--- src/rtl/mtm_alu_pkg.sv ---
// Shared constants, FSM encoding and byte helpers for the mtm_alu serial output path.
package mtm_alu_pkg;

  localparam int FRAME_LEN   = 11;
  localparam int DATA_FRAMES = 4;

  localparam logic TYPE_DATA = 1'b0;
  localparam logic TYPE_CTL  = 1'b1;

  typedef enum logic {
    ST_IDLE = 1'b0,
    ST_SEND = 1'b1
  } state_t;

  // Error CTL byte: marker bit, the six flags, then parity over marker and flags.
  function automatic logic [7:0] ctl_err_byte(input logic [5:0] err_flags);
    return {1'b1, err_flags, ^{1'b1, err_flags}};
  endfunction

endpackage

--- src/rtl/mtm_alu_frame_tx.sv ---
// Single 11-bit frame shifter: start(0), type, 8 data bits MSB first, stop(1).
module mtm_alu_frame_tx
  import mtm_alu_pkg::*;
#(
  parameter int CLKS_PER_BIT = 1
) (
  input  logic       i_clk,
  input  logic       i_rst_n,
  input  logic       i_load,
  input  logic       i_type,
  input  logic [7:0] i_byte,
  output logic       o_sout,
  output logic       o_frame_done
);

  localparam int              BW        = (CLKS_PER_BIT > 1) ? $clog2(CLKS_PER_BIT) : 1;
  localparam logic [BW-1:0]   BAUD_LAST = BW'(CLKS_PER_BIT - 1);
  localparam logic [3:0]      BIT_LAST  = 4'(FRAME_LEN - 1);

  logic [FRAME_LEN-1:0] r_shift;
  logic [3:0]           r_bit_cnt;
  logic [BW-1:0]        r_baud_cnt;
  logic                 r_active;
  logic                 w_bit_end;

  assign w_bit_end    = r_active && (r_baud_cnt == BAUD_LAST);
  // Asserted during the final cycle of the stop bit so a new load can follow seamlessly.
  assign o_frame_done = w_bit_end && (r_bit_cnt == BIT_LAST);
  assign o_sout       = r_active ? r_shift[FRAME_LEN-1] : 1'b1;

  always_ff @(posedge i_clk or negedge i_rst_n) begin
    if (!i_rst_n) begin
      r_shift    <= '1;
      r_bit_cnt  <= '0;
      r_baud_cnt <= '0;
      r_active   <= 1'b0;
    end else if (i_load) begin
      r_shift    <= {1'b0, i_type, i_byte, 1'b1};
      r_bit_cnt  <= '0;
      r_baud_cnt <= '0;
      r_active   <= 1'b1;
    end else if (o_frame_done) begin
      r_bit_cnt  <= '0;
      r_baud_cnt <= '0;
      r_active   <= 1'b0;
    end else if (w_bit_end) begin
      r_baud_cnt <= '0;
      r_bit_cnt  <= r_bit_cnt + 4'd1;
      r_shift    <= {r_shift[FRAME_LEN-2:0], 1'b1};
    end else if (r_active) begin
      r_baud_cnt <= r_baud_cnt + 1'b1;
    end
  end

endmodule

--- src/rtl/mtm_alu_serializer.sv ---
// Output stage after mtm_Alu_core: captures results and error reports and sends
// them as back-to-back 11-bit frames on sout.
module mtm_alu_serializer
  import mtm_alu_pkg::*;
#(
  parameter int CLKS_PER_BIT = 1
) (
  input  logic        clk,
  input  logic        rst,
  input  logic        res_valid,
  output logic        res_ack,
  input  logic [31:0] result,
  input  logic [3:0]  flags,
  input  logic [2:0]  crc,
  input  logic        err_valid,
  input  logic [5:0]  err_flags,
  output logic        sout,
  output logic        busy
);

  // Handshake: res_valid is a level held by the core until served; a capture
  // happens only in IDLE while armed, and res_ack pulses for exactly one cycle
  // after it. armed stays low until res_valid drops, so the core's trailing
  // ack cycle cannot trigger a second capture.

  state_t      r_state, w_state_nxt;
  logic [2:0]  r_frame_cnt, w_frame_cnt_nxt;
  logic        r_is_err, w_is_err_nxt;
  logic [31:0] r_result;
  logic [3:0]  r_flags;
  logic [2:0]  r_crc;
  logic        r_pend_err, w_pend_err_nxt;
  logic [5:0]  r_pend_flags, w_pend_flags_nxt;
  logic        r_pend_data, w_pend_data_nxt;
  logic        r_armed, w_armed_nxt;
  logic        r_res_ack, w_res_ack_nxt;
  logic        w_capture;
  logic        w_load;
  logic        w_load_type;
  logic [7:0]  w_load_byte;
  logic        w_frame_done;

  function automatic logic [7:0] data_byte(input logic [2:0] idx, input logic [31:0] res,
                                           input logic [3:0] fl, input logic [2:0] cr);
    case (idx)
      3'd0:    return res[31:24];
      3'd1:    return res[23:16];
      3'd2:    return res[15:8];
      3'd3:    return res[7:0];
      default: return {1'b0, fl, cr};
    endcase
  endfunction

  always_comb begin
    w_state_nxt      = r_state;
    w_frame_cnt_nxt  = r_frame_cnt;
    w_is_err_nxt     = r_is_err;
    w_pend_err_nxt   = r_pend_err;
    w_pend_flags_nxt = r_pend_flags;
    w_pend_data_nxt  = r_pend_data;
    w_armed_nxt      = res_valid ? r_armed : 1'b1;
    w_res_ack_nxt    = 1'b0;
    w_capture        = 1'b0;
    w_load           = 1'b0;
    w_load_type      = TYPE_DATA;
    w_load_byte      = '0;
    case (r_state)
      ST_IDLE: begin
        if (res_valid && r_armed) begin
          w_capture     = 1'b1;
          w_res_ack_nxt = 1'b1;
          w_armed_nxt   = 1'b0;
        end
        // An error report wins the line; a result captured alongside it is queued.
        if (err_valid) begin
          w_load          = 1'b1;
          w_load_type     = TYPE_CTL;
          w_load_byte     = ctl_err_byte(err_flags);
          w_is_err_nxt    = 1'b1;
          w_pend_data_nxt = w_capture;
          w_state_nxt     = ST_SEND;
        end else if (w_capture) begin
          w_load          = 1'b1;
          w_load_byte     = result[31:24];
          w_is_err_nxt    = 1'b0;
          w_frame_cnt_nxt = '0;
          w_state_nxt     = ST_SEND;
        end
      end
      ST_SEND: begin
        if (err_valid) begin
          w_pend_err_nxt   = 1'b1;
          w_pend_flags_nxt = err_flags;
        end
        if (w_frame_done) begin
          if (!r_is_err && (r_frame_cnt != 3'(DATA_FRAMES))) begin
            w_load          = 1'b1;
            w_frame_cnt_nxt = r_frame_cnt + 3'd1;
            w_load_type     = (r_frame_cnt == 3'(DATA_FRAMES - 1)) ? TYPE_CTL : TYPE_DATA;
            w_load_byte     = data_byte(r_frame_cnt + 3'd1, r_result, r_flags, r_crc);
          end else if (r_pend_data) begin
            w_load          = 1'b1;
            w_load_byte     = r_result[31:24];
            w_frame_cnt_nxt = '0;
            w_is_err_nxt    = 1'b0;
            w_pend_data_nxt = 1'b0;
          end else if (w_pend_err_nxt) begin
            w_load         = 1'b1;
            w_load_type    = TYPE_CTL;
            w_load_byte    = ctl_err_byte(w_pend_flags_nxt);
            w_is_err_nxt   = 1'b1;
            w_pend_err_nxt = 1'b0;
          end else begin
            w_state_nxt = ST_IDLE;
          end
        end
      end
      default: w_state_nxt = ST_IDLE;
    endcase
  end

  always_ff @(posedge clk or negedge rst) begin
    if (!rst) begin
      r_state      <= ST_IDLE;
      r_frame_cnt  <= '0;
      r_is_err     <= 1'b0;
      r_result     <= '0;
      r_flags      <= '0;
      r_crc        <= '0;
      r_pend_err   <= 1'b0;
      r_pend_flags <= '0;
      r_pend_data  <= 1'b0;
      r_armed      <= 1'b1;
      r_res_ack    <= 1'b0;
    end else begin
      r_state      <= w_state_nxt;
      r_frame_cnt  <= w_frame_cnt_nxt;
      r_is_err     <= w_is_err_nxt;
      r_pend_err   <= w_pend_err_nxt;
      r_pend_flags <= w_pend_flags_nxt;
      r_pend_data  <= w_pend_data_nxt;
      r_armed      <= w_armed_nxt;
      r_res_ack    <= w_res_ack_nxt;
      if (w_capture) begin
        r_result <= result;
        r_flags  <= flags;
        r_crc    <= crc;
      end
    end
  end

  mtm_alu_frame_tx #(
    .CLKS_PER_BIT(CLKS_PER_BIT)
  ) u_frame_tx (
    .i_clk        (clk),
    .i_rst_n      (rst),
    .i_load       (w_load),
    .i_type       (w_load_type),
    .i_byte       (w_load_byte),
    .o_sout       (sout),
    .o_frame_done (w_frame_done)
  );

  assign res_ack = r_res_ack;
  assign busy    = (r_state == ST_SEND);

endmodule

--- config.mk ---
export PLATFORM = sky130hd
export DESIGN_NAME = mtm_alu_serializer
export DESIGN_NICKNAME = d
export VERILOG_FILES = /design/src/rtl/mtm_alu_pkg.sv /design/src/rtl/mtm_alu_frame_tx.sv /design/src/rtl/mtm_alu_serializer.sv
export SDC_FILE = /design/constraint.sdc
export NUM_CORES = 1
export LEC_CHECK = 0
export CORE_MARGIN = 5
export CORE_UTILIZATION = 54
export CTS_CLUSTER_DIAMETER = 60
export DETAILED_ROUTE_END_ITERATION = 12
export DONT_BUFFER_PORTS = 1
export MAX_ROUTING_LAYER = met4
export PLACE_DENSITY = 0.69
export SYNTH_ARGS = -nofsm -noshare
export SYNTH_HDL_FRONTEND = slang
export SYNTH_SLANG_ARGS = --single-unit
--- constraint.sdc ---
create_clock -name clk -period 2.39 [get_ports clk]
set_input_delay 0.239 -clock clk [delete_from_list [all_inputs] [get_ports clk]]
set_output_delay 0.239 -clock clk [all_outputs]
set_load 0.005 [all_outputs]
==> results of run 1 <==
-- stage by stage --
| stage | cell area (sq um) | utilization |
|---|---|---|
| 5_1_grt | 4340 | 0.642 |
| 6_report | 4340 | 0.642 |
| 3_5_place_dp | 3750 | 0.555 |
| 4_1_cts | 4340 | 0.642 |
| 2_1_floorplan | 3710 | - |
| 3_3_place_gp | 3750 | 0.555 |
-- cell families (layout without fill, tap and decap cells) --
kind of cell,Yosys count,after routing,synth area share
AND/OR/NAND/NOR,184,184,0.207
multiplexers,12,12,0.0344
buffers and inverters,31,71,0.0418
flip-flops,70,70,0.476
AO/OA/AOI/OAI,90,90,0.187
XOR/XNOR,9,9,0.0270
adder cells (fa/ha/maj),8,8,0.0270
-- state kept, by name, summed over array words and instances, names as in the netlist --
register and flops:
r_result 32, r_pend_err 1, busy 1, r_is_err 1, u_frame_tx.r_shift 10, r_flags 4, r_pend_data 1, u_frame_tx.r_baud_cnt 1
u_frame_tx.r_active 1, r_frame_cnt 3, r_pend_flags 6, r_crc 3, r_armed 1, res_ack 1, u_frame_tx.r_bit_cnt 4
-- layout by cell type (no fill, tap or decap), types with 2 or more instances in the layout --
| master | n |
|---|---|
| o221ai_1 | 2 |
| inv_1 | 9 |
| o221ai_2 | 4 |
| buf_4 | 8 |
| a22oi_1 | 22 |
| nor2_1 | 15 |
| dfrtp_1 | 59 |
| o21ai_0 | 17 |
| dlygate4sd3_1 | 36 |
| clkinv_2 | 3 |
| nand2_1 | 148 |
| nor3_1 | 5 |
| a311oi_1 | 3 |
| dfstp_2 | 11 |
| mux2i_1 | 6 |
| nand2b_1 | 5 |
| nand3_1 | 3 |
| xnor2_1 | 7 |
| ha_1 | 8 |
| a221oi_1 | 6 |
| mux2_2 | 6 |
| o22ai_1 | 3 |
| a21oi_1 | 12 |
| a22o_1 | 6 |
| o22a_1 | 2 |
| clkbuf_8 | 10 |
-- routing by layer --
metal / global-route usage / vias up / wire length, um
li1: - / 1465 / -
met1: 0.299 / 1473 / 3980
met2: 0.330 / 86 / 4160
met3: 0.0471 / 10 / 503
met4: 0.0720 / 0 / 107
met5: - / - / 0
-- repair_timing --
action / CTS / global route
setup buffers: 0 / 0
endpoints found under the hold margin: 105 / 0
hold buffers: 37 / 0
-- worst paths after layout --
kind                                   startpoint                       to  slack (ns)  cells past startpoint
setup reg to reg                   r_frame_cnt[0]  u_frame_tx.r_bit_cnt[3]        0.20                      7
setup / recovery                   r_frame_cnt[0]  u_frame_tx.r_bit_cnt[3]        0.20                      7
min in group asynchronous                     rst          r_pend_flags[4]        0.46                      2
hold reg to reg            u_frame_tx.r_shift[10]   u_frame_tx.r_shift[10]        0.47                      2
hold / removal                          result[3]              r_result[3]        0.02                      2
max in group asynchronous                     rst    u_frame_tx.r_shift[1]        1.62                      2
-- cell type report --
class	instances	area (sq um)	area share
repair buffers	45	448	0.103
well taps	80	100	0.0231
flip-flops and latches	70	1770	0.407
clock inverters	6	61.3	0.0141
inverters	10	37.5	0.00865
multi-input cells	303	1790	0.412
clock buffers	10	138	0.0317
-- report_power, final --
group	total (W)	switching [W]	internal [W]
clock	0.000953	0.000447	0.000506
sequential	0.00159	0.000166	0.00143
combinational	0.00128	0.000723	0.000558
-- critical path, cell delays in order (launching register included) --
cell      delay [ns]
dfrtp_1         0.44
inv_1           0.11
ha_1            0.48
a21o_4          0.23
nand2_1         0.07
o22a_1          0.35
buf_4           0.22
a311oi_1        0.20
==> impl_summary.md, run 1 <==
Run status
The flow ran to the end, and the final reports show no timing, DRC or antenna violations.

Routing
Dividing the detail-routed via count by the number of cells gives 5.79. The number of antenna-violating nets in the routed design is 0. The average wire per cell in the routed design is roughly 17 um.

The post-route DRC violation count is 0. Before antenna repair, the detailed router went through 5 iterations. The count of routing violations after the opening detailed-route iteration is about 220. Wires add up to 8750 um. Detailed routing inserted a total of 3034 vias.

Yosys
After synthesis the netlist holds a flip-flop and latch count of 70. After synthesis, the most frequently instantiated cells are nand2_1 (148), dfrtp_1 (59), a22oi_1 (22). The netlist uses 51 different library cells. The most common cell in the synthesized netlist is nand2_1. The cell type contributing the most total cell area after synthesis is dfrtp_1.

The share of the Yosys chip area taken by registers is 0.476. The gate count after technology mapping is 404. Ranked by total cell area, the synthesized netlist is headed by dfrtp_1 (40%), nand2_1 (15%), dfstp_2 (7.8%). Summing every instance area after synthesis gives 3710 sq um.

The most used flip-flop cell after synthesis is dfrtp_1. The async set or reset register ratio after synthesis is 1.00. Dividing the synthesized area by the synthesized cell count gives 9.18 sq um. In this run, synthesis inferred 0 flip-flops with an integrated enable. The number of nets in the synthesized netlist is ~460. The share of synthesized area in the top cell type comes to 0.398. The synthesis warning total is 0.

Cells and area
The number of filler instances in the final layout is roughly 550. The area added between synthesis and finish is 17.0%. The count of nets after finishing is 496. 0 antenna diodes ended up in the layout.

Of the cells placed in the final design, the portion with a size suffix greater than 1 is 0.124. The finished layout holds 524 standard cells, fillers aside.

GRT
Global routing finished with a remaining overflow of 0. The first-pass GRT wire length is 14600 um. The initial antenna violation count came to 0.

Entering global routing, the biggest net connects 71 pins. The global-route usage over all layers is 0.220. The number of global-route vias before repair is 2950.

Floorplan
In this run the horizontal extent of the chip is 92.9 um. The die covers 8620 sq um. The boundary pin count is 52. After floorplanning, the core was sized to cover roughly 6800 sq um. The placement row count is 30. The initial standard-cell utilization of the core is 0.549.

In this run the vertical extent of the chip is 92.9 um.

Timing
The summed negative setup slack over all endpoints is 0 ns. The smallest clock period supported by the final layout is computed as 2.19 ns. The largest clock skew in the final design is 0.00749 ns. The worst hold margin is about 0.019 ns.

The number of max-slew violations in the final report is 0. The slew at the pin with the worst max-slew slack is 0.539 ns. The final period utilization is 0.916. Setup repair after global routing left no endpoint under its margin.

The final number of setup-violating endpoints is 0. The final number of hold-violating endpoints is 0. Timing would allow up to 0.457 GHz.

The worst path setup slack after routing is between 0.2 and 0.25 ns. Headroom to the max-slew limit came out at 0.640.

CTS
After clock tree synthesis, the repair step resized 0 gates. The number of levels in the clock H-tree is 3. CTS placed an instance of clkbuf_8 at the clock tree root.

The TritonCTS clock tree is built. The clock reaches the later pin of the worst-skew pair after 0.34 ns. The clock passes through at most 2 buffers.

Clock-pin slew was measured on the worst setup and hold paths at 0.07 ns. Clock tree synthesis found a total of 70 sinks. The number of CTS-inserted buffers is 9.

Power
In this run the static leakage power is 2.03 nW. The worst-case IR drop observed on VDD is 0.000406 V. Power comes to 0.00383 W. The total power density per cell area is 882 nW/um^2.

Run
The number of max-cap violations is 0.

Critical path
The worst setup path is launched from a flip-flop. Data on the critical path arrives at its endpoint at 2.43 ns. STA classifies the critical path endpoint as a flip-flop. STA puts the critical path data required time at 2.63 ns. The critical path is of the flip-flop to flip-flop type. The critical-path maximum fanout is 11.

Place
During placement, the flow inserted port buffers numbering 0. Timing analysis after detailed placement gives a worst setup slack of 0.208 ns. The post-detailed-placement half-perimeter wirelength is 6130 um. The placed cell count is 471. The final weighted congestion in routability-driven placement is ~0.86.

Worst hold path
The path class of the tightest hold or removal check is input port to flip-flop.
No activity file was read; power rests on OpenSTA's default activity.
==> inputs of run 2 (changes only) <==
--- a/config.mk
+++ b/config.mk
@@ -5,6 +5,7 @@
 export SDC_FILE = /design/constraint.sdc
 export NUM_CORES = 1
 export LEC_CHECK = 0
+export ABC_AREA = 1
 export CORE_MARGIN = 5
 export CORE_UTILIZATION = 54
 export CTS_CLUSTER_DIAMETER = 60
==> impl_summary.md, run 2 <==
Timing
Setup total negative slack on the finished layout was measured at 0 ns. Derived from the worst setup path, the maximum achievable clock frequency is 0.462 GHz. The worst path in the final design needs a cycle of 2.16 ns, including I/O delays and setup. The final period utilization is 0.905. In this run the tightest slew margin relative to its limit is 0.562. At the pin with the least slew margin, the transition time is 0.657 ns. Across the routed clock network, the largest skew measured is 0.00782 ns. The final number of hold-violating endpoints is 0. The final number of setup-violating endpoints is 0.

The worst hold margin is 0.00807 ns. The number of max-slew violations in the final report came to 0. Setup repair after global routing left no endpoint under its margin.

CTS
The insertion delay to the later sink of the worst-skew pair is 0.35 ns. No sink is reached through more buffers than the 2 on the longest clock path. The clock net in this run drives a total of 70 sinks. The number of levels in the clock H-tree is 3. The TritonCTS clock tree is built. The buffer cell driving the clock tree root is clkbuf_8. After clock tree synthesis, the clock-pin slew on the worst setup and hold paths is 0.08 ns. The number of CTS-inserted buffers is 9. The number of setup buffers added after CTS is 0.

Place
The post-detailed-placement half-perimeter wirelength is 6850 um. Buffers placed on the I/O ports in this run total 0. The final weighted congestion in routability-driven placement is 0.926.

Routing
The total routed wirelength is between 9000 and 10000 um. The number of antenna-violating nets in the routed design is 0. In the routed design, unresolved DRC markers number 0. The detailed router finished its first iteration with 200 violations. The total number of vias is 3275. The count of TritonRoute iterations in the first routing pass is 5. The number of vias per cell is 5.28.

In the final routed layout, each cell accounts on average for ~15 um.

Critical path
The worst setup path category is flip-flop to flip-flop. Counting cells, the worst reg-to-reg path comes to 9. In this run the critical register-to-register path is captured at u_frame_tx.r_shift[6]. The worst endpoint required time is about 2.7 ns. The arrival time at the worst endpoint is 2.45 ns.

The end of the critical path is u_frame_tx.r_shift[6]. STA classifies the critical path startpoint as a flip-flop. The kind of end point of the critical path is a flip-flop. In this run the worst path has a maximum fanout of 10. The source of the critical timing path is r_frame_cnt[0]. In this run the critical register-to-register path is launched from r_frame_cnt[0]. Across all register-to-register paths, the minimum setup slack is 0.23 ns.

Yosys
The netlist uses 36 different library cells. The most common cell in the synthesized netlist is nand2_1. The synthesis warning total is 0. The sequential cell area fraction in the yosys report is 0.462.

Summed over all instances, the cell type with the most area after synthesis is dfrtp_1. The async set or reset register ratio after synthesis is 1.00. The post-synth design cell area is between 3000 and 4000 sq um. The share of synthesized area in the top cell type comes to 0.386. Synthesis produced 506 cells. After synthesis, the most frequently instantiated cells are nand2_1 (170), dfrtp_1 (59), inv_1 (58). In the post-synthesis netlist, the biggest area contributors are dfrtp_1 (39%), nand2_1 (17%), dfstp_2 (7.6%).

For this run, the leading register cell type out of synthesis is dfrtp_1. When the netlist entered floorplanning its net count stood at around 560. Dividing the synthesized area by the synthesized cell count gives 7.56 sq um. Yosys mapped a number of flops with a built-in enable equal to 0.

In this run, synthesis produced a sequential element count of 70.

Floorplan
The floorplan has 30 rows. The die footprint is 8860 sq um. The x dimension of the die is around 94 um. 52 I/O pins were placed.

The initial standard-cell utilization of the core is 0.560. The die span in y is 94.1 um. The core region is 6830 sq um.

Power
The analysis attributes to cell leakage a power of 2.07 nW. The peak supply drop is a little over 0.0006 V. The overall power is 0.00533 W. Power spread over the standard cell area amounts to 1260 nW/um^2.

Cells and area
The filler cells instantiated in the layout total between 600 and 700. At the end of the flow the core is filled with cells to 0.620. The net count of the finished layout is between 500 and 600. The count of inserted antenna diode cells is 0. In the final layout, the registers with the most flip-flops are r_result (32), u_frame_tx.r_shift (10), r_pend_flags (6).

The total area of multi-input combinational cells is around 1700 sq um. The register with the most flip-flops in the final layout is r_result. The area added between synthesis and finish is 10.7%. The fraction of layout instances using a drive strength above 1 is 0.116.

Summing all flip-flop and latch instances after layout gives around 1800 sq um. Leaving out fill and tap cells, the most frequent cells in the layout are nand2_1 (170), dfrtp_1 (59), inv_1 (57). Leaving out fill and tap cells, the most frequent cell in the layout is nand2_1.

The number of flip-flops in the largest register is 32.

Run
Across the run, the number of max-cap violations was 0.

GRT
The number of global-route vias before repair came to 3176. For this run the aggregate overflow at the end of global routing stands at 0. The first global-routing pass estimated 15500 um of wire.

The initial antenna violation count is 0. The global-route usage over all layers is 0.232. Entering global routing, the biggest net connects 71 pins.

Worst hold path
The path category of the worst min-delay check is input port to flip-flop. The worst min-delay path startpoint is result[10].

Run status
The run finished with clean final reports.
run 2: cells by family after synthesis:
kind of cell,synth area share
fa+ha+maj,0.0262
compound gates,0.143
buf+inv,0.0913
xor+xnor,0.0115
flops,0.462
simple gates,0.267
run 2: metal layers:
metal / track usage / vias to the layer above / share of wire
met5: - / - / 0
met4: 0.0746 / 0 / 0.019
met3: 0.0497 / 15 / 0.051
met2: 0.358 / 93 / 0.48
met1: 0.305 / 1531 / 0.45
li1: - / 1636 / -
run 2: final cells by class:
type	count	area share
clock buffer	10	0.0301
timing repair buffer	19	0.0461
inverter	67	0.0600
multi-input combinational	352	0.404
sequential	70	0.417
tap	96	0.0284
clock inverter	6	0.0148
run 2: worst max-delay path, cell delays in order (launching register included):
cell,delay [ns]
dfrtp_1,0.42
ha_1,0.22
ha_1,0.41
nand2_1,0.23
nand4_4,0.22
inv_2,0.07
nor3_1,0.27
nor3_1,0.10
nor2_1,0.11
o21ai_1,0.06
run 2: stage by stage:
| stage | instance area (sq um) | cells | worst slack (ns) |
|---|---|---|---|
| 2_1_floorplan | 3820 | 506 | 0.525 |
| 3_3_place_gp | 3890 | 590 | 0.242 |
| 3_5_place_dp | 3890 | 590 | 0.227 |
| 4_1_cts | 4210 | 618 | 0.207 |
| 5_1_grt | 4230 | 620 | 0.0789 |
| 6_report | 4230 | 620 | 0.226 |
run 2: report_power, final:
part | switching [W] | total, W | internal [W]
Sequential | 0.000359 | 0.00216 | 0.00180
Combinational | 0.00144 | 0.00221 | 0.000769
Clock | 0.000471 | 0.000949 | 0.000478
run 2: timing repair:
| item | in CTS | in global routing |
|---|---|---|
| resized for setup | 0 | 1 |
| hold buffers | 12 | 2 |
| hold endpoints to repair | 80 | 2 |
| endpoints found under the setup margin | 0 | 1 |
run 2: how the worst min path moves through the flow:
| stage | endpoint | slack, ns | cells past startpoint |
|---|---|---|---|
| CTS | r_result[11] | 0.00008 | 2 |
| global placement | r_pend_flags[0] | -0.05 | 0 |
| floorplan | busy | -0.06 | 0 |
| finish | r_result[10] | 0.008 | 2 |
| detailed placement | r_pend_flags[3] | -0.05 | 0 |
| global route | r_result[19] | 0.003 | 2 |
